--- src/rtl/spi_controller_mm.sv ---
// SPI controller: single-word full-duplex or write-pause-read transfers to one of CS_COUNT peripherals.
// Latency: done rises CLK_DIV*(2N+2) cycles after acceptance (N = SCLK periods incl. pause); a rejected request answers in 1 cycle.
// No backpressure: a request is taken only in IDLE, and start_comm while busy is ignored.
module spi_controller_mm #(
    parameter int DATA_W   = 16,
    parameter int LEN_W    = 5,
    parameter int CS_COUNT = 4,
    parameter int CS_W     = 2,
    parameter int CLK_DIV  = 2,
    parameter int PAUSE    = 5
) (
    input  logic                clk,
    input  logic                rst,
    input  logic                start_comm,
    input  logic [CS_W-1:0]     CS_in,
    input  logic                cpol,
    input  logic                cpha,
    input  logic                duplex,
    input  logic [LEN_W-1:0]    tx_bits,
    input  logic [LEN_W-1:0]    rx_bits,
    input  logic [DATA_W-1:0]   data_tx,
    input  logic                CIPO,
    output logic                SCLK,
    output logic                COPI,
    output logic [CS_COUNT-1:0] CS_n,
    output logic [DATA_W-1:0]   data_rx,
    output logic                busy,
    output logic                done,
    output logic                err
);

    localparam logic [2:0] S_IDLE  = 3'd0;
    localparam logic [2:0] S_SETUP = 3'd1;
    localparam logic [2:0] S_WRITE = 3'd2;
    localparam logic [2:0] S_PAUSE = 3'd3;
    localparam logic [2:0] S_READ  = 3'd4;
    localparam logic [2:0] S_HOLD  = 3'd5;

    localparam int DIV_W    = $clog2(CLK_DIV + 1);
    localparam int PAUSE_CW = $clog2(PAUSE + 1);
    localparam int CNT_W    = (LEN_W > PAUSE_CW) ? LEN_W : PAUSE_CW;

    localparam logic [DIV_W-1:0] DIV_LAST = DIV_W'(CLK_DIV - 1);
    localparam logic [LEN_W-1:0] DATA_W_L = LEN_W'(DATA_W);
    localparam logic [CNT_W-1:0] PAUSE_L  = CNT_W'(PAUSE);

    logic [2:0]        state;
    logic [DIV_W-1:0]  div_cnt;
    logic              phase;      // 0: next half-period tick is a leading edge, 1: trailing
    logic [CNT_W-1:0]  per_cnt;    // SCLK periods left in the current phase
    logic [DATA_W-1:0] tx_sr;
    logic [DATA_W-1:0] rx_sr;
    logic              cpha_r;
    logic              duplex_r;
    logic [LEN_W-1:0]  rx_bits_r;

    logic              tick;
    logic              lead_tick;
    logic              trail_tick;
    logic              shift_edge;
    logic              sample_edge;
    logic              last_per;
    logic              req_bad;
    logic [LEN_W-1:0]  tx_shamt;
    logic [DATA_W-1:0] tx_align;

    // Half-period timing, edge classification and request validation.
    always_comb begin
        tick        = (state != S_IDLE) && (div_cnt == DIV_LAST);
        lead_tick   = tick && !phase;
        trail_tick  = tick && phase;
        shift_edge  = cpha_r ? lead_tick : trail_tick;
        sample_edge = cpha_r ? trail_tick : lead_tick;
        last_per    = (per_cnt == CNT_W'(1));
        req_bad     = (tx_bits == '0) || (tx_bits > DATA_W_L) ||
                      (!duplex && ((rx_bits == '0) || (rx_bits > DATA_W_L)));
        tx_shamt    = DATA_W_L - tx_bits;
        // MSB-align the word so the first bit to send sits at the top of the shifter.
        tx_align    = data_tx << tx_shamt;
    end

    // Transfer sequencer: owns the state, SCLK/COPI/CS_n generation, shifters and status pulses.
    always_ff @(posedge clk or posedge rst) begin
        if (rst) begin
            state     <= S_IDLE;
            div_cnt   <= '0;
            phase     <= 1'b0;
            per_cnt   <= '0;
            tx_sr     <= '0;
            rx_sr     <= '0;
            cpha_r    <= 1'b0;
            duplex_r  <= 1'b0;
            rx_bits_r <= '0;
            SCLK      <= 1'b0;
            COPI      <= 1'b0;
            CS_n      <= '1;
            data_rx   <= '0;
            busy      <= 1'b0;
            done      <= 1'b0;
            err       <= 1'b0;
        end else begin
            done <= 1'b0;
            err  <= 1'b0;
            if (state != S_IDLE) begin
                div_cnt <= tick ? '0 : div_cnt + 1'b1;
            end
            case (state)
                S_IDLE: begin
                    SCLK    <= cpol;
                    div_cnt <= '0;
                    if (start_comm) begin
                        if (req_bad) begin
                            done <= 1'b1;
                            err  <= 1'b1;
                        end else begin
                            state     <= S_SETUP;
                            busy      <= 1'b1;
                            CS_n      <= ~(CS_COUNT'(1) << CS_in);
                            cpha_r    <= cpha;
                            duplex_r  <= duplex;
                            rx_bits_r <= rx_bits;
                            per_cnt   <= CNT_W'(tx_bits);
                            phase     <= 1'b0;
                            rx_sr     <= '0;
                            // cpha=0 presents the first bit during SETUP; cpha=1 waits for the leading edge.
                            if (cpha) begin
                                tx_sr <= tx_align;
                                COPI  <= 1'b0;
                            end else begin
                                tx_sr <= tx_align << 1;
                                COPI  <= tx_align[DATA_W-1];
                            end
                        end
                    end
                end
                S_SETUP: begin
                    if (tick) begin
                        state <= S_WRITE;
                    end
                end
                S_WRITE, S_PAUSE, S_READ: begin
                    if (tick) begin
                        phase <= ~phase;
                        if (state != S_PAUSE) begin
                            SCLK <= ~SCLK;
                        end
                        if ((state == S_WRITE) && shift_edge) begin
                            COPI  <= tx_sr[DATA_W-1];
                            tx_sr <= tx_sr << 1;
                        end
                        if (sample_edge && ((state == S_READ) || ((state == S_WRITE) && duplex_r))) begin
                            rx_sr <= {rx_sr[DATA_W-2:0], CIPO};
                        end
                        if (trail_tick) begin
                            per_cnt <= per_cnt - 1'b1;
                            if (last_per) begin
                                if (state == S_WRITE) begin
                                    COPI <= 1'b0;
                                    if (duplex_r) begin
                                        state <= S_HOLD;
                                    end else if (PAUSE == 0) begin
                                        state   <= S_READ;
                                        per_cnt <= CNT_W'(rx_bits_r);
                                    end else begin
                                        state   <= S_PAUSE;
                                        per_cnt <= PAUSE_L;
                                    end
                                end else if (state == S_PAUSE) begin
                                    state   <= S_READ;
                                    per_cnt <= CNT_W'(rx_bits_r);
                                end else begin
                                    state <= S_HOLD;
                                end
                            end
                        end
                    end
                end
                S_HOLD: begin
                    if (tick) begin
                        state   <= S_IDLE;
                        done    <= 1'b1;
                        busy    <= 1'b0;
                        CS_n    <= '1;
                        data_rx <= rx_sr;
                    end
                end
                default: begin
                    state <= S_IDLE;
                end
            endcase
        end
    end

endmodule

--- config.mk ---
export PLATFORM = sky130hd
export DESIGN_NAME = spi_controller_mm
export DESIGN_NICKNAME = d
export VERILOG_FILES = /design/src/rtl/spi_controller_mm.sv
export SDC_FILE = /design/constraint.sdc
export NUM_CORES = 1
export LEC_CHECK = 0
export CAP_MARGIN = 15
export CORE_ASPECT_RATIO = 0.9
export CORE_MARGIN = 2
export CORE_UTILIZATION = 50
export DETAILED_ROUTE_END_ITERATION = 8
export PLACE_DENSITY = 0.84
export SYNTH_ARGS = -nofsm -noshare
export SYNTH_HDL_FRONTEND = slang
export SYNTH_SLANG_ARGS = --single-unit
--- constraint.sdc ---
create_clock -name clk -period 2.5 [get_ports clk]
set_input_delay 0.5 -clock clk [delete_from_list [all_inputs] [get_ports clk]]
set_output_delay 0.5 -clock clk [all_outputs]
set_load 0.02 [all_outputs]
Word-level counts from Yosys, hierarchy flattened
Index checks and enable logic that the tools add are counted.

Register bits: 75. Bits of input ports: 35. Output and inout port bits: 25. Logic and storage cells: 140.

Add/sub/neg operators: 3. Magnitude comparators: 2. Eq/ne operators: 18. Shifts and indexed selects: 2. Muxes and demuxes: 65. Bitwise logic cells: 4. Reduce and logical (&&, ||, !) cells: 30.

Operator list (count): 16-bit two-way mux (9); 16-bit case mux with 2 select lines (2); 5-bit two-way mux (8); 3-bit two-way mux (9); 1-bit two-way mux (23); 2-bit != test, second input constant (10); 16-bit by 5-bit left shift with 16-bit output (1); 5-bit AND reduction (3); 4-bit two-way mux (3); 3-bit case mux with 4 select lines (1); 5-bit > comparator, second input constant (2); 5-bit zero test (2); 1-bit case mux with 2 select lines (5); 5-bit case mux with 2 select lines (1); 4-bit case mux with 2 select lines (1); 4-bit AND reduction (2); 1-bit logical AND (7); 7-bit AND reduction (1); 3-bit by 2-bit equality test with 1-bit output, second input constant (2); 3-bit equality test, second input constant (2); 2-bit two-way mux (3); 3-bit AND reduction (2); 2-bit nonzero test (3); 5-bit by 1-bit equality test with 1-bit output, second input constant (1); other kinds (15) (21).

Logic depth before layout (Yosys ltp)
Gate-level depths: netlist of run 1.

Depth after elaboration: 11. Depth in mapped cells: 11. Gate-level depth less buffers: 8.

Least setup slack after synthesis of run 1
OpenSTA, ideal clock, no wires.

Path type: input-to-reg. Start: input tx_bits[0]. End: register tx_sr[3]. Library setup time: 0.123 ns. Arrival time: 2.671 ns. Data required time: 2.377 ns. Path slack: -0.293 ns. Cell stages on the path: 11. Buffers on the path: 3. Cells stage by stage: buf_2 -> buf_2 -> inv_1 -> ha_1 -> inv_2 -> buf_1 -> nand2_1 -> and3_1 -> mux2_2 -> a221oi_2 -> nor2_1.

Cells in the longest elaborated chain, start to end: 6. Elaborated cells on any way between the ends: 12. Classes of those cells: add/sub: 1; order compare: 1; eq/ne: 1; shift: 1; mux: 4; reduce/logical: 4.

RTL lines: start, declared (line 19) `input logic [LEN_W-1:0] tx_bits,`; 5-bit subtractor (line 77) `tx_shamt = DATA_W_L - tx_bits;`; 16-bit by 5-bit left shift with 16-bit output (line 79) `tx_align = data_tx << tx_shamt;`; 16-bit two-way mux (line 126) `if (cpha) begin`; 16-bit two-way mux (line 112) `if (req_bad) begin`; 16-bit two-way mux (line 111) `if (start_comm) begin`; 16-bit case mux with 2 select lines (line 107) `case (state)`; end signal, assigned (line 127) `tx_sr <= tx_align;`; end signal, assigned (line 130) `tx_sr <= tx_align << 1;`; end signal, assigned (line 149) `tx_sr <= tx_sr << 1;`; end, declared (line 51) `logic [DATA_W-1:0] tx_sr;`.

Parallel ways exist; a longest one is shown, timed or not. The select of a mux whose other input is x is not followed. A chain may end at the register's enable or synchronous reset.

Worst setup path in the final report of run 1
Start: input tx_bits[0]. End: register tx_sr[4].

The elaborated chain is that of the path after synthesis.

==> results of run 1 <==
## cells in the mapped netlist (3+ instances only)
cell type  count
mux2i_1       25
nand3_1       19
a221o_1        3
a221oi_2       4
o31ai_1        3
xor2_1         3
a31oi_1       12
buf_2          9
a21oi_1       16
nor3_1        10
o21ai_1       22
a222oi_1       3
nand2b_1       4
nor2_1        34
nand2_1       71
xnor2_1        3
o31a_1         4
ha_1           3
inv_1         28
o21ai_0       31
clkbuf_1      16
mux2_2         7
dfrtp_1       71
nor3b_1        3
mux4_2         5
nor2b_1        5
dfstp_2        4
buf_6          3
a211oi_1       5
a22o_1         3
## worst reg2reg max path, stage by stage (launching register included)
cell and delay [ps]:
dfrtp_1 460, buf_4 200, nor2_1 80, nand2_1 100, nand2_1 410, nor2_1 580, nand2_1 160, a31oi_1 210
## area by class of cell
cell class / instances / area (um^2)
clock buffers: 11 / 151
clock inverters: 5 / 82.6
fillers: 686 / 2810
inverters: 29 / 109
multi-input cells: 341 / 2280
flip-flops and latches: 75 / 1880
well taps: 119 / 149
repair buffers: 114 / 1060
## what timing repair did
action | 4_1_cts | 5_1_grt
resized for setup | 1 | 9
endpoints found under the setup margin | 3 | 4
hold endpoints to repair | 0 | 0
## kinds of logic after synthesis
kind of cell / count (synthesis) / synth area share
AND/OR/NAND/NOR: 162 / 0.171
flip-flops: 75 / 0.430
adder cells (fa/ha/maj): 3 / 0.00857
XOR/XNOR: 7 / 0.0183
buffers and inverters: 61 / 0.0617
AO/OA/AOI/OAI: 130 / 0.204
multiplexers: 39 / 0.107
## where the power goes
| group | total, mW | leakage (nW) | internal [mW] | switching (mW) |
|---|---|---|---|---|
| Clock | 1.08 | 0.120 | 0.621 | 0.463 |
| Sequential | 1.83 | 0.965 | 1.57 | 0.266 |
| Combinational | 2.18 | 1.41 | 0.963 | 1.22 |
## routing by layer
layer	GRT usage	up-vias	part of all wire
li1	-	1891	-
met1	0.315	1873	0.44
met2	0.401	178	0.48
met3	0.0483	30	0.056
met4	0.0700	0	0.025
met5	0	-	0
## flip-flops by register name, indices dropped and copies added, names as in the netlist, 2 cells and up
name,count
CS_n,4
data_rx,16
div_cnt,2
per_cnt,5
rx_bits_r,5
rx_sr,16
state,3
tx_sr,16
## path summary, 6_finish.rpt
path,startpoint,end,slack (ps),depth (start not counted)
setup reg to reg,state[1],COPI,230,7
min in group asynchronous,rst,data_rx[15],550,3
setup / recovery,tx_bits[0],tx_sr[4],90,8
hold / removal,div_cnt[0],div_cnt[0],480,1
hold reg to reg,div_cnt[0],div_cnt[0],480,1
max in group asynchronous,rst,CS_n[3],1610,3
## stage by stage
stage	worst slack (ps)	instance area, um^2	instances
final	92.6	5710	694
after global routing	5.28	5710	694
after CTS	77.4	5670	694
after detailed placement	-272	5440	678
after global placement	-223	5440	678
after floorplan	22.0	4390	477
==> summary.md, run 1 <==
| Metric | Value |
|---|---|
| Kind of critical path | `in2reg` |
| Layout area overhead | `30.4%` |
| Top-area cell type share of the netlist area | `0.406` |
| Post CTS Setup Buffer Count | `0` |
| CTS tree | `yes` |
| Syn Inst Count | `~480` |
| Global placer's final weighted congestion | `slightly below 0.9` |
| DR vias/cell | `around 5.7` |
| CTS hold repair buffers | `0` |
| Avg Cell Area, Syn | `between 9 and 10 um^2` |
| Worst vdd ir | `between 400 and 500 uV` |
| H-tree levels | `3` |
| Starting Density | `0.514` |
| Most area-consuming cells after synthesis | `dfrtp_1, nand2_1, mux2i_1` |
| Utilization after layout | `0.670` |
| Final-report hold violation count | `0` |
| Largest net degree at the start of global routing | `76` |
| Delay-heaviest family, CP | `buffers and inverters` |
| Max FO, Critical Path | `19` |
| Setup crit end kind | `flip-flop` |
| Routed Antenna Nets | `0` |
| CP max-delay cell | `clkdlybuf4s50_1` |
| DRC viols | `0` |
| Worst-margin pin slew | `about 700 ps` |
| Worst setup SP type | `input pin` |
| Asr flop ratio synth | `1.00` |
| Layout cells sized above 1 | `0.200` |
| Hold Crit Class | `reg2reg` |
| Fmax | `415 MHz` |
| Overall track demand over capacity in global routing | `0.240` |
| Leak Pwr | `about 2.5 nW` |
| Sequential area share after synthesis | `0.430` |
| Cell taking the most area after synthesis | `dfrtp_1` |
| Die X | `about 100 um` |
| Post-Route WL | `11000 um` |
| Nets | `about 600` |
| Vias in the first global route | `around 3900` |
| Global-route wire length before repair | `roughly 18000 um` |
| Power, Total | `~5.1 mW` |
| Post-DP HPWL | `between 8000 and 9000 um` |
| CTS buffer count | `9` |
| Routed WL per cell | `between 15 and 20 um` |
| Unrepaired setup endpoints after global routing | `false` |
| Root Driver | `clkbuf_8` |
| PwrDens | `slightly below 900 mW/mm^2` |
| Clock Pin Slew Worst Setup and Hold Paths | `about 80 ps` |
| Setup tns final | `0 ps` |
| Synth Register Bits | `75` |
| CP Data Arrival Time | `approximately 2600 ps` |
| Rows | `32` |
| EDFF count, synth | `0` |
| Worst Hold Margin | `480 ps` |
| Die area | `0.00953 mm^2` |
| Number of DRC markers in iteration 0 | `roughly 290` |
| Ports | `60` |
| Via count | `roughly 4000` |
| Warnings, synthesis | `0` |
| Worst EP required | `2730 ps` |
| Commonest non-fill, non-tap cells in the layout | `dfrtp_1, nand2_1, clkdlybuf4s50_1` |
| CTS max path bufs | `2` |
| Setup violations, final | `0` |
| Chip Height | `roughly 93 um` |
| Relative slew slack | `0.544` |
| CP cell instances | `clkdlybuf4s50_1, buf_4, mux2i_2, nand2_1, and3_1, mux2_2, a221oi_4, nor2_1` |
| MaxCap Viol Count | `0` |
| First-pass DRT Iterations | `5` |
| GRT Residual Overflow | `0` |
| Syn Nets | `just over 500` |
| Core box area | `approximately 0.0085 mm^2` |
| Port bufs | `just under 60` |
| Synth cell types | `68` |
| Slowest stage delay, CP | `about 500 ps` |
| WP buf/inv | `2` |
| Clk sinks | `75` |
| N_diodes | `0` |
| Post-route clock period utilization | `0.963` |
| Initial antenna violation count | `0` |
| Setup Skew | `between 10 and 15 ps` |
| Worst-Skew Late Latency | `around 340 ps` |
| Final Max Slew Viols | `0` |
| Outcome | `finished clean` |
| Mapped Area | `~0.0044 mm^2` |
| Ys flop type | `dfrtp_1` |
| Tmin final | `2410 ps` |
Power figures use the tool's default switching activity.
==> run 2: changes to the inputs <==
- TNS_END_PERCENT: default -> 10
==> run 2 against run 1 <==
Against the previous run:
- sequential cell count is the same
- register-to-register slack got worse by 20 ps
- total power barely moved
- maximum frequency grew 0.22%
- hold slack about the same
- non-clock buffer count is the same
- critical path depth up 2
- via count rose by 0.43%
- first-iteration DRC count fell by 21%
- combinational power is essentially flat
==> summary.md, run 2 (synthesis results as in run 1) <==
| Metric | Value |
|---|---|
| Unrepaired setup endpoints after global routing | `false` |
| Final Max Slew Viols | `0 (unchanged)` |
| Leak Pwr | `2.49 nW (about the same)` |
| Placed cells | `678 (unchanged)` |
| GR Util met2 | `0.401 (unchanged)` |
| Number of DRC markers in iteration 0 | `227 (-21%)` |
| Core box area | `0.00853 mm^2 (unchanged)` |
| Rows | `32 (unchanged)` |
| Layout cells sized above 1 | `0.202 (+0.00174)` |
| Overall track demand over capacity in global routing | `0.240 (unchanged)` |
| Routed Antenna Nets | `0 (unchanged)` |
| Setup violations, final | `0 (unchanged)` |
| Port bufs | `59 (unchanged)` |
| Global-route wire length before repair | `18200 um (unchanged)` |
| Busiest grt layer | `met2` |
| Initial antenna violation count | `0 (unchanged)` |
| Chip Height | `92.8 um (unchanged)` |
| Power, Total | `5.10 mW (about the same)` |
| FF/Latch Area | `0.00188 mm^2 (unchanged)` |
| CP Data Arrival Time | `2630 ps (about the same)` |
| P_sw | `1.95 mW (-0.12%)` |
| Via count | `3989 (+0.43%)` |
| Global placer's final weighted congestion | `0.875 (unchanged)` |
| Ports | `60 (unchanged)` |
| DR vias/cell | `5.75 (+0.43%)` |
| Post-Place Cell Area | `0.00544 mm^2 (unchanged)` |
| Fmax | `416 MHz (+0.22%)` |
| Worst-Skew Late Latency | `340 ps (about the same)` |
| Largest net degree at the start of global routing | `76 (unchanged)` |
| Setup Skew | `9.22 ps (-1.29 ps)` |
| P_int | `3.15 mW (about the same)` |
| Relative slew slack | `0.529 (-0.0147)` |
| Fin cells | `694 (unchanged)` |
| Seq pwr share | `0.360 (about the same)` |
| Root Driver | `clkbuf_8` |
| Worst vdd ir | `458 uV (about the same)` |
| CTS max path bufs | `2 (unchanged)` |
| Final-report hold violation count | `0 (unchanged)` |
| Die area | `0.00953 mm^2 (unchanged)` |
| Post-DP HPWL | `8060 um (unchanged)` |
| Post-route worst setup slack | `97.9 ps (+5.25 ps)` |
| N_diodes | `0 (unchanged)` |
| Fillcell total | `686 (unchanged)` |
| Utilization after layout | `0.670 (about the same)` |
| Kind of critical path | `in2reg` |
| MaxCap Viol Count | `0 (unchanged)` |
| Max FO, Critical Path | `14 (-5)` |
| Routed WL per cell | `15.8 um (-0.30%)` |
| DRC viols | `0 (unchanged)` |
| Met3 global-route usage | `0.0483 (unchanged)` |
| Setup WS pre-CTS | `-272 ps (unchanged)` |
| Worst EP required | `2730 ps (about the same)` |
| Die X | `103 um (unchanged)` |
| Tmin final | `2400 ps (-5.25 ps)` |
| Post-Route WL | `11000 um (-0.30%)` |
| Comb pwr share | `0.429 (about the same)` |
| Layout area overhead | `30.5% (about the same)` |
| CTS tree | `yes` |
| PwrDens | `892 mW/mm^2 (about the same)` |
| Power share of the clock group | `0.212 (about the same)` |
| Worst-margin pin slew | `704 ps (+21.9 ps)` |
| Starting Density | `0.514 (unchanged)` |
| Worst setup SP type | `input pin` |
| Post-route clock period utilization | `0.961 (-0.00210)` |
| First-pass DRT Iterations | `7 (+2)` |
| Clock Pin Slew Worst Setup and Hold Paths | `80 ps (about the same)` |
| Outcome | `finished clean` |
| CTS hold repair buffers | `0 (unchanged)` |
| Multi-input gate area | `0.00229 mm^2 (+0.16%)` |
| Setup crit end kind | `flip-flop` |
| GRT Residual Overflow | `0 (unchanged)` |
| Hold Crit Class | `reg2reg` |
| Sw Share | `0.382 (about the same)` |
| Setup tns final | `0 ps (unchanged)` |
| Nets | `608 (unchanged)` |
| H-tree levels | `3 (unchanged)` |
| GR Layer Usage met1 | `0.315 (unchanged)` |
| Top flop regs | `data_rx: 16 flops, rx_sr: 16 flops, tx_sr: 16 flops` |
| Worst Hold Margin | `481 ps (+0.466 ps)` |
| CTS buffer count | `9 (unchanged)` |
| Design area | `0.00572 mm^2 (about the same)` |
| Commonest non-fill, non-tap cells in the layout | `dfrtp_1, nand2_1, clkdlybuf4s50_1` |
| Vias in the first global route | `3890 (unchanged)` |
| Clk sinks | `75 (unchanged)` |
[run 2: critical path, cell delays in order]
cell             delay [ps]
clkdlybuf4s50_1         500
inv_1                    60
ha_2                    230
xor2_4                  170
buf_12                  160
mux2i_4                 190
o2bb2ai_2               170
mux2_2                  300
a221oi_4                270
nor2_1                   70
[run 2: metal layers]
layer	routed length [um]	vias to the layer above
met2	5370	170
li1	-	1894
met1	4710	1892
met5	0	-
met3	611	33
met4	278	0
[run 2: timing repair]
action | 4_1_cts | 5_1_grt
gates resized for setup | 1 | 10
buffers inserted | 0 | 0
setup endpoints to repair | 3 | 4
pin swaps | 0 | 0
cloned | 0 | 0
[run 2: path summary, 6_finish.rpt]
path	from	end	slack (ps)	depth (start not counted)
max in group asynchronous	rst	CS_n[1]	1600	3
min in group asynchronous	rst	data_rx[15]	540	3
worst min-delay path	div_cnt[0]	div_cnt[0]	480	1
worst min register to register	div_cnt[0]	div_cnt[0]	480	1
worst max-delay path	tx_bits[0]	tx_sr[4]	100	10
worst max register to register	state[1]	COPI	210	7
[run 2: area by class of cell]
class,count,share of cell area
multi-input combinational,341,0.400
sequential,75,0.329
timing repair buffer,114,0.185
clock buffer,11,0.0265
tap,119,0.0260
inverter,29,0.0190
clock inverter,5,0.0144
[run 2: power by group through the flow]
stage | logic [mW] | clock network, mW | registers, mW
6_report | 2.19 | 1.08 | 1.83
5_1_grt | 2.39 | 1.15 | 1.86
4_1_cts | 2.15 | 1.10 | 1.82
3_5_place_dp | 2.13 | 0 | 1.85
3_3_place_gp | 2.04 | 0 | 1.82
2_1_floorplan | 1.31 | 0 | 1.85
==> run 3: changes to the inputs <==
- CAP_MARGIN: 15 -> 20
- CELL_PAD_IN_SITES_DETAIL_PLACEMENT: default -> 2
- CELL_PAD_IN_SITES_GLOBAL_PLACEMENT: default -> 2
- CORE_UTILIZATION: 50 -> 31
==> run 3 against run 2 <==
Against the previous run:
- cell count rose by 12%
- sequential share of layout area fell by 1.6 points
- clock skew grew 1.8 ps
- first-iteration DRC count grew 7.0%
- register-to-register slack lost 70 ps
- routed wire length up 59%
- non-clock buffer count is 12 higher
- clock power increased by 30%
- maximum frequency decreased by 1.7%
- via count is 6.4% higher
==> summary.md, run 3 (synthesis results as in run 1) <==
| Metric | Value |
|---|---|
| Chip Height | `117 um (+26%)` |
| Nets | `620 (+2.0%)` |
| Utilization after layout | `0.433 (-0.238)` |
| Global placer's final weighted congestion | `0.836 (-4.5%)` |
| Busiest grt layer | `met2` |
| Routed Antenna Nets | `0 (unchanged)` |
| R2R Path Start | `state[1]` |
| Setup Skew | `11.0 ps (+1.82 ps)` |
| Power share of the clock group | `0.244 (+0.032)` |
| Leak Pwr | `2.60 nW (+4.6%)` |
| Setup violations, final | `0 (unchanged)` |
| Power, Total | `5.72 mW (+12%)` |
| Layout area overhead | `37.4%` |
| End of the worst register-to-register path | `tx_sr[9]` |
| Final-report hold violation count | `0 (unchanged)` |
| PwrDens | `950 mW/mm^2 (+6.5%)` |
| Post-route clock period utilization | `0.977 (+0.0163)` |
| Vias in the first global route | `4804 (+23%)` |
| Sw Share | `0.410 (+0.0282)` |
| GR Util met2 | `0.421 (+0.0202)` |
| First-pass DRT Iterations | `4 (-3)` |
| Fmax | `409 MHz (-1.7%)` |
| Rows | `41 (+28%)` |
| Hold Crit Class | `in2async` |
| Clk sinks | `75 (unchanged)` |
| FF/Latch Area | `0.00188 mm^2 (unchanged)` |
| Largest net degree at the start of global routing | `62 (-18%)` |
| Setup crit end kind | `flip-flop` |
| Kind of critical path | `in2reg` |
| Ports | `60 (unchanged)` |
| Global-route wire length before repair | `26700 um (+47%)` |
| Root Driver | `clkbuf_16` |
| CP Data Arrival Time | `2690 ps (+60 ps)` |
| Flop2flop setup slack | `140 ps (-70 ps)` |
| Port bufs | `59 (unchanged)` |
| Via count | `4244 (+6.4%)` |
| CTS buffer count | `9 (unchanged)` |
| Core box area | `0.0139 mm^2 (+63%)` |
| Worst reg-to-reg path cell count | `7 (unchanged)` |
| CTS max path bufs | `2 (unchanged)` |
| Worst vdd ir | `377 uV (-18%)` |
| Initial antenna violation count | `0 (unchanged)` |
| Relative slew slack | `0.478 (-0.0515)` |
| Worst EP required | `2740 ps (about the same)` |
| P_sw | `2.34 mW (+20%)` |
| Post-Route WL | `17400 um (+59%)` |
| CTS hold repair buffers | `0 (unchanged)` |
| CTS tree | `yes` |
| H-tree levels | `3 (unchanged)` |
| Overall track demand over capacity in global routing | `0.229 (-0.0108)` |
| Post-DP HPWL | `11700 um (+45%)` |
| GR Layer Usage met1 | `0.273 (-0.0417)` |
| Worst setup SP type | `input pin` |
| Placed cells | `763 (+13%)` |
| MaxCap Viol Count | `0 (unchanged)` |
| Die area | `0.0151 mm^2 (+58%)` |
| DRC viols | `0 (unchanged)` |
| N_diodes | `0 (unchanged)` |
| P_int | `3.37 mW (+7.0%)` |
| Die X | `129 um (+26%)` |
| Routed WL per cell | `22.3 um (+41%)` |
| Final Max Slew Viols | `0 (unchanged)` |
| Tmin final | `2440 ps (+40.7 ps)` |
| Fin cells | `780 (+12%)` |
| Top flop regs | `data_rx: 16 flops, rx_sr: 16 flops, tx_sr: 16 flops` |
| Max FO, Critical Path | `10 (-4)` |
| Outcome | `finished clean` |
| Multi-input gate area | `0.00231 mm^2 (+0.93%)` |
| Fillcell total | `1471 (+110%)` |
| Clock Pin Slew Worst Setup and Hold Paths | `70 ps (about the same)` |
| Worst-margin pin slew | `782 ps (+77.0 ps)` |
| Seq pwr share | `0.325 (-0.035)` |
| Starting Density | `0.315 (-0.199)` |
| Worst-Skew Late Latency | `350 ps (about the same)` |
| Met3 global-route usage | `0.0382 (-0.0101)` |
| DR vias/cell | `5.44 (-5.3%)` |
| GRT Residual Overflow | `0 (unchanged)` |
| Comb pwr share | `0.430 (about the same)` |
| Commonest non-fill, non-tap cells in the layout | `dfrtp_1, nand2_1, buf_4` |
| Number of DRC markers in iteration 0 | `243 (+7.0%)` |
| Layout cells sized above 1 | `0.221 (+0.0197)` |
==> run 3: cell types whose count changed in the layout (fill, tap and decap cells not counted), moves of 2 or more <==
| cell | delta |
|---|---|
| buf_4 | +10 |
| clkbuf_8 | -10 |
| clkbuf_16 | +9 |
| nor2_4 | +2 |
| nor3_1 | -2 |
| nor3_2 | +2 |
==> run 3: what timing repair did <==
action,CTS,global route
gates resized for setup,5,14
pin swaps,1,3
endpoints found under the setup margin,10,29
buffers inserted,1,0
==> run 3: worst max path at each step <==
stage | startpoint | end | cells past startpoint
finish | tx_bits[2] | tx_sr[8] | 7
global route | tx_bits[2] | tx_sr[14] | 10
CTS | tx_bits[0] | tx_sr[10] | 10
detailed placement | tx_bits[0] | tx_sr[14] | 10
global placement | tx_bits[0] | tx_sr[7] | 9
floorplan | tx_bits[0] | tx_sr[8] | 10
==> run 3: metrics by stage <==
stage	cell area, um^2	hold WS, ps	setup TNS (ps)	setup slack [ps]
global route	6020	457	-38.0	-21.6
finish	6020	437	0	57.1
detailed placement	5610	465	-10280	-377
CTS	5960	440	0	10.5
floorplan	4390	427	0	22.0
global placement	5610	439	-6200	-227
==> run 3: worst max-delay path: stages <==
cell	delay, ps
clkdlybuf4s50_1	460
buf_4	180
or3_1	360
o31a_2	480
o31ai_1	370
a21oi_1	90
o31ai_2	250
==> run 3: cell type report <==
class | count | share of cell area
Inverter | 29 | 0.0181
Tap cell | 193 | 0.0401
Timing Repair Buffer | 126 | 0.194
Multi-Input combinational cell | 341 | 0.384
Sequential cell | 75 | 0.313
Clock inverter | 5 | 0.0112
Clock buffer | 11 | 0.0403
==> run 3: metal layers <==
layer / part of all wire / wire, um / up-vias
li1: - / - / 1913
met1: 0.40 / 7000 / 2176
met2: 0.53 / 9300 / 111
met3: 0.034 / 600 / 44
met4: 0.029 / 501 / 0
met5: 0 / 0 / -
==> run 3: power by group through the flow <==
stage / Sequential (mW) / Combinational [mW] / Clock (mW)
3_3_place_gp: 1.81 / 2.14 / 0
5_1_grt: 1.89 / 2.66 / 1.46
4_1_cts: 1.84 / 2.40 / 1.40
3_5_place_dp: 1.85 / 2.31 / 0
6_report: 1.86 / 2.46 / 1.40
2_1_floorplan: 1.85 / 1.31 / 0
==> variant 1: new RTL, settings of run 2 <==
Add an input register stage for `data_tx`, without a reset; this delays it by one clock. The other inputs are not delayed to match.
--- a/src/rtl/spi_controller_mm.sv
+++ b/src/rtl/spi_controller_mm.sv
@@ -46,2 +46,8 @@
 
+    logic [DATA_W-1:0] data_tx_q;
+
+    always_ff @(posedge clk) begin
+        data_tx_q <= data_tx;
+    end
+
     logic [2:0]        state;
@@ -78,3 +84,3 @@
         // MSB-align the word so the first bit to send sits at the top of the shifter.
-        tx_align    = data_tx << tx_shamt;
+        tx_align    = data_tx_q << tx_shamt;
     end
Function: changed (Yosys sat finds a counterexample within 4 cycles, from zero or initial values and one cycle with rst high).
==> variant 1 against run 2 <==
Setup slack worse by 0.051 ns. First-iteration DRC count grew 22%. Sequential cell count increased by 16. Power is 7.8% higher. Final area grew 8.3%. Via count is 2.0% lower. Synthesized cell count fell by 4.2%. Area after synthesis up 8.7%. Non-clock buffer count increased by 14. Wire length grew 2.1%. Clock skew grew 0.0070 ns. Critical path type unchanged. Largest cell class unchanged. Highest routed layer unchanged.
==> variant 1: results (changes against run 2) <==
[synth]
ys_seq_area_share_pct = 46.23  ; +3.3 points
synth_adder_area_share_pct = 0.7880  ; -0.069 points
synth_cell_type_count = 69  ; +1.5%
yosysWarnings = 0  ; unchanged
synthMuxAreaShare_pct = 14.79  ; +4.1 points
avgSynthCellArea_um2 = 10.42  ; +13%
synth_common_cells = 71 x dfrtp_1, 39 x nor2_1, 30 x nand2_1, 23 x inv_1, 23 x nand3_1
synth_xor_area_share_pct = 1.445  ; -0.38 points
syn_inst = 457  ; -4.2%
synthesis.nets = 495  ; -3.9%
synth_compound_area_share_pct = 17.52  ; -2.8 points
ys_async_sr_fraction_pct = 82.42  ; -18 points

[power_and_ir_drop]
p_leak_nw = 2.647  ; +6.3%
switching_share_pct = 38.70  ; +0.52 points
vdd_drop_max_v = 0.0004983  ; +8.7%

[cells_and_area]
instances_no_fill = 697  ; +0.43%
clock_cell_area_share_pct = 3.355  ; -0.74 points
syn_to_final_growth_pct = 29.97
nClkBuffers = 10  ; -1
seq_area_um2 = 2202  ; +17%
bufAreaShareNonClock_pct = 18.55  ; +0.085 points
n_fill_cell = 716  ; +4.4%
nMultiInputCombCells = 316  ; -7.3%
numSequentialCells = 91  ; +21%
multi_input_area_share_pct = 38.60  ; -1.4 points
layout-drive-gt1-share_pct = 25.57  ; +5.4 points

[place]
dpl.hpwl_um = 8172  ; +1.4%
post-place-ws_ns = -0.5089  ; -0.2364 ns
place_inst = 680  ; +0.29%
io_buffers = 59  ; unchanged
place.gp.congestion = 0.9115  ; +4.1%
postPlaceCellArea_um2 = 5906  ; +8.7%

[critical_path]
reg2reg_setup_slack_ns = 0.27  ; +0.06 ns
crit_path_max_fanout = 6  ; -8
r2r-start = state[2]
critPathCapture = tx_sr[8]
setup.worst_path.start = tx_bits[1]
slowest_delay_ns = 0.48  ; -0.02 ns
critPathTopFamily = compound AO/OA/AOI/OAI gates
r2r_end = rx_sr[4]
reg2regPathDepth = 6  ; -1

[sta]
hold_ws_ns = 0.4816  ; +0.0008030 ns
relSlewSlack_pct = 56.93  ; +4.0 points

[detailed_routing]
drt-vias-per-instance = 5.611  ; -2.4%
routedWlPerCell_um = 16.07  ; +1.6%
dr.pass1.iters = 5  ; -2
drt_iter0_drc = 277  ; +22%
dr_wl_met3_um = 451  ; -26%
route.met2.wl_um = 5601  ; +4.2%
wl_met1_um = 4999  ; +6.2%

[clock_network]
clkLatencyLatePin_ns = 0.37  ; +0.03 ns
tritoncts.num_buffers = 9  ; unchanged

[status]
status = complete, no violations

[global_routing]
grt_util_met3_pct = 3.488  ; -1.3 points
met1_usage_pct = 30.30  ; -1.2 points
grt_pass1_vias = 3935  ; +1.2%
grt_pass1_wl_um = 18770  ; +3.1%
met2_usage_pct = 38.54  ; -1.6 points
grtUsageTotal_pct = 22.96  ; -1.1 points

[job]
drv_cap = 0  ; unchanged

[variant 1: power by group through the flow]
| stage | clock [mW] | combinational (mW) | sequential [mW] |
|---|---|---|---|
| 6_report | 1.05 | 2.30 | 2.15 |
| 5_1_grt | 1.13 | 2.54 | 2.20 |
| 4_1_cts | 1.07 | 2.27 | 2.15 |
| 3_5_place_dp | 0 | 2.25 | 2.17 |
| 3_3_place_gp | 0 | 2.17 | 2.15 |
| 2_1_floorplan | 0 | 1.50 | 2.12 |
[variant 1: repair_timing]
action / in CTS / in global routing
pin swaps: 1 / 3
resized for setup: 7 / 8
buffers inserted: 0 / 1
endpoints found under the setup margin: 19 / 34
[variant 1: logic make-up after synthesis]
group | Yosys count
AND/OR/NAND/NOR | 133
AO/OA/AOI/OAI | 117
flip-flops | 91
multiplexers | 56
buffers and inverters | 50
XOR/XNOR | 7
adder cells (fa/ha/maj) | 3
==> variant 2: new RTL, settings of run 2 <==
Without the edit above. Set the parameter `CS_COUNT` to 5 (it was 4).
--- a/src/rtl/spi_controller_mm.sv
+++ b/src/rtl/spi_controller_mm.sv
@@ -6,3 +6,3 @@
     parameter int LEN_W    = 5,
-    parameter int CS_COUNT = 4,
+    parameter int CS_COUNT = 5,
     parameter int CS_W     = 2,
Interface: changed (resized CS_n); port bits go from 60 to 61. The function was not compared with the original's and may differ.
==> variant 2 against run 2 <==
Wire length about the same. Sequential power grew 4%. Count of clock-buffer cells in the layout fell by 2. Setup slack gained 0.022 ns. Sequential cell count unchanged. Final area about the same. Area after synthesis down 0.49%. Power grew 8.1%. Worst hold slack worse by 0.0012 ns.
==> variant 2: results (changes against run 2) <==
[critical_path]
crit_path_max_fanout = 5  ; -9
slowest_delay_ns = 0.55  ; +0.05 ns
worst_path_max_delay_cell = or4_4
crit_arrival_ns = 2.63  ; about the same

[synth]
ys_seq_area_share_pct = 43.17  ; +0.21 points
synth_flop_cell = dfrtp_1
synthesis.nets = 502  ; -2.5%
syn_inst = 464  ; -2.7%
synth_area_leaders = dfrtp_1 41%, o21ai_0 6.2%, mux4_2 6.2%, nand2_1 4.6%, a21oi_1 2.8%
synth_common_cells = 71 x dfrtp_1, 54 x nand2_1, 54 x o21ai_0, 28 x inv_1, 28 x nor2_1
synth_cell_type_count = 60  ; -12%
yosysWarnings = 0  ; unchanged

[place]
postPlaceCellArea_um2 = 5441  ; +0.12%
dpl.hpwl_um = 8046  ; -0.19%
place.gp.congestion = 0.9395  ; +7.3%
io_buffers = 59  ; unchanged
place_inst = 671  ; -1.0%

[clock_network]
cts_buffer_depth = 2  ; unchanged
tritoncts.num_buffers = 9  ; unchanged
cts_root_buf = clkbuf_8
htreeDepth = 3  ; unchanged
clkLatencyLatePin_ns = 0.36  ; +0.02 ns

[detailed_routing]
drt_iter0_drc = 310  ; +37%
dr.pass1.iters = 5  ; -2
wl_met1_um = 4726  ; +0.38%
dr_wl_met3_um = 647  ; +5.9%
ant_nets = 0  ; unchanged
num_vias = 4068  ; +2.0%
top_layer = met4
routedWlPerCell_um = 15.92  ; +0.67%
drt-vias-per-instance = 5.904  ; +2.7%
route.met2.wl_um = 5416  ; +0.78%

[global_routing]
grt_pass1_wl_um = 18150  ; -0.30%
grtUsageTotal_pct = 24.21  ; +0.19 points
grt_pass1_vias = 3785  ; -2.7%
grt_max_degree = 34  ; -55%

[status]
status = complete, no violations

[power_and_ir_drop]
vdd_drop_max_v = 0.0004623  ; +0.86%
p_leak_nw = 2.367  ; -4.9%

[cells_and_area]
nNetsFinal = 603  ; -0.82%
layout-drive-gt1-share_pct = 22.28  ; +2.1 points
reg_top3 = data_rx (16), rx_sr (16), tx_sr (16)
n_fill_cell = 696  ; +1.5%

[sta]
skew_ns = 0.01042  ; +0.001202 ns
relSlewSlack_pct = 43.99  ; -8.9 points

[worst_hold_path]
hold_class = reg2reg

-- variant 2: power breakdown --
group / internal [mW] / total [mW] / switching, mW / leakage [nW]
logic: 1.24 / 2.71 / 1.47 / 1.32
registers: 1.64 / 1.91 / 0.270 / 0.957
clock network: 0.377 / 0.892 / 0.515 / 0.0925
-- variant 2: what timing repair did --
action | 4_1_cts | 5_1_grt
pin swaps | 3 | 5
setup buffers | 0 | 2
endpoints found under the setup margin | 48 | 31
gates resized for setup | 8 | 10
-- variant 2: kinds of logic after synthesis --
| group | count (synthesis) | share of synthesized area, % |
|---|---|---|
| fa+ha+maj | 3 | 0.8612 |
| xor+xnor | 7 | 1.406 |
| mux | 32 | 11.08 |
| flops | 75 | 43.17 |
| other cells | 1 | 0.08603 |
| buf+inv | 58 | 5.855 |
| compound gates | 146 | 21.79 |
| simple gates | 142 | 15.76 |
-- variant 2: metrics by stage --
step	power [mW]	setup slack (ns)	utilization, %
final	5.511	0.1196	67.11
after global routing	5.856	0.05406	67.11
after CTS	5.420	0.001080	66.48
after detailed placement	4.491	-0.5051	63.81
after global placement	4.356	-0.4110	63.81
after floorplan	3.581	0.001955	-
-- variant 2: routing by layer --
| metal | GRT usage [%] | up-vias |
|---|---|---|
| li1 | - | 1906 |
| met1 | 33.23 | 1974 |
| met2 | 39.27 | 170 |
| met5 | 0 | - |
| met4 | 8.778 | 0 |
| met3 | 3.170 | 18 |
-- variant 2: worst paths after layout --
path / slack [ns] / start / endpoint / cells past startpoint
min reg2reg: 0.48 / div_cnt[0] / div_cnt[0] / 1
min: 0.48 / div_cnt[0] / div_cnt[0] / 1
min in group asynchronous: 0.52 / rst / rx_sr[13] / 2
max reg2reg: 0.30 / state[2] / tx_sr[12] / 8
max: 0.12 / tx_bits[2] / tx_sr[13] / 8
max in group asynchronous: 1.37 / rst / CS_n[2] / 3
-- variant 2: cell type report --
class | instances | area (um^2) | area share, %
Multi-Input combinational cell | 331 | 2286 | 39.94
Sequential cell | 75 | 1882 | 32.88
Timing Repair Buffer | 120 | 1119 | 19.55
Tap cell | 119 | 148.9 | 2.602
Clock buffer | 9 | 123.9 | 2.164
Inverter | 28 | 105.1 | 1.836
Clock inverter | 7 | 58.81 | 1.028
-- variant 2: worst max-delay path, delay by kind of cell --
kind / cells / cell delay [ns]
simple gates: 1 / 0.55
buf+inv: 2 / 0.58
compound gates: 5 / 1.01
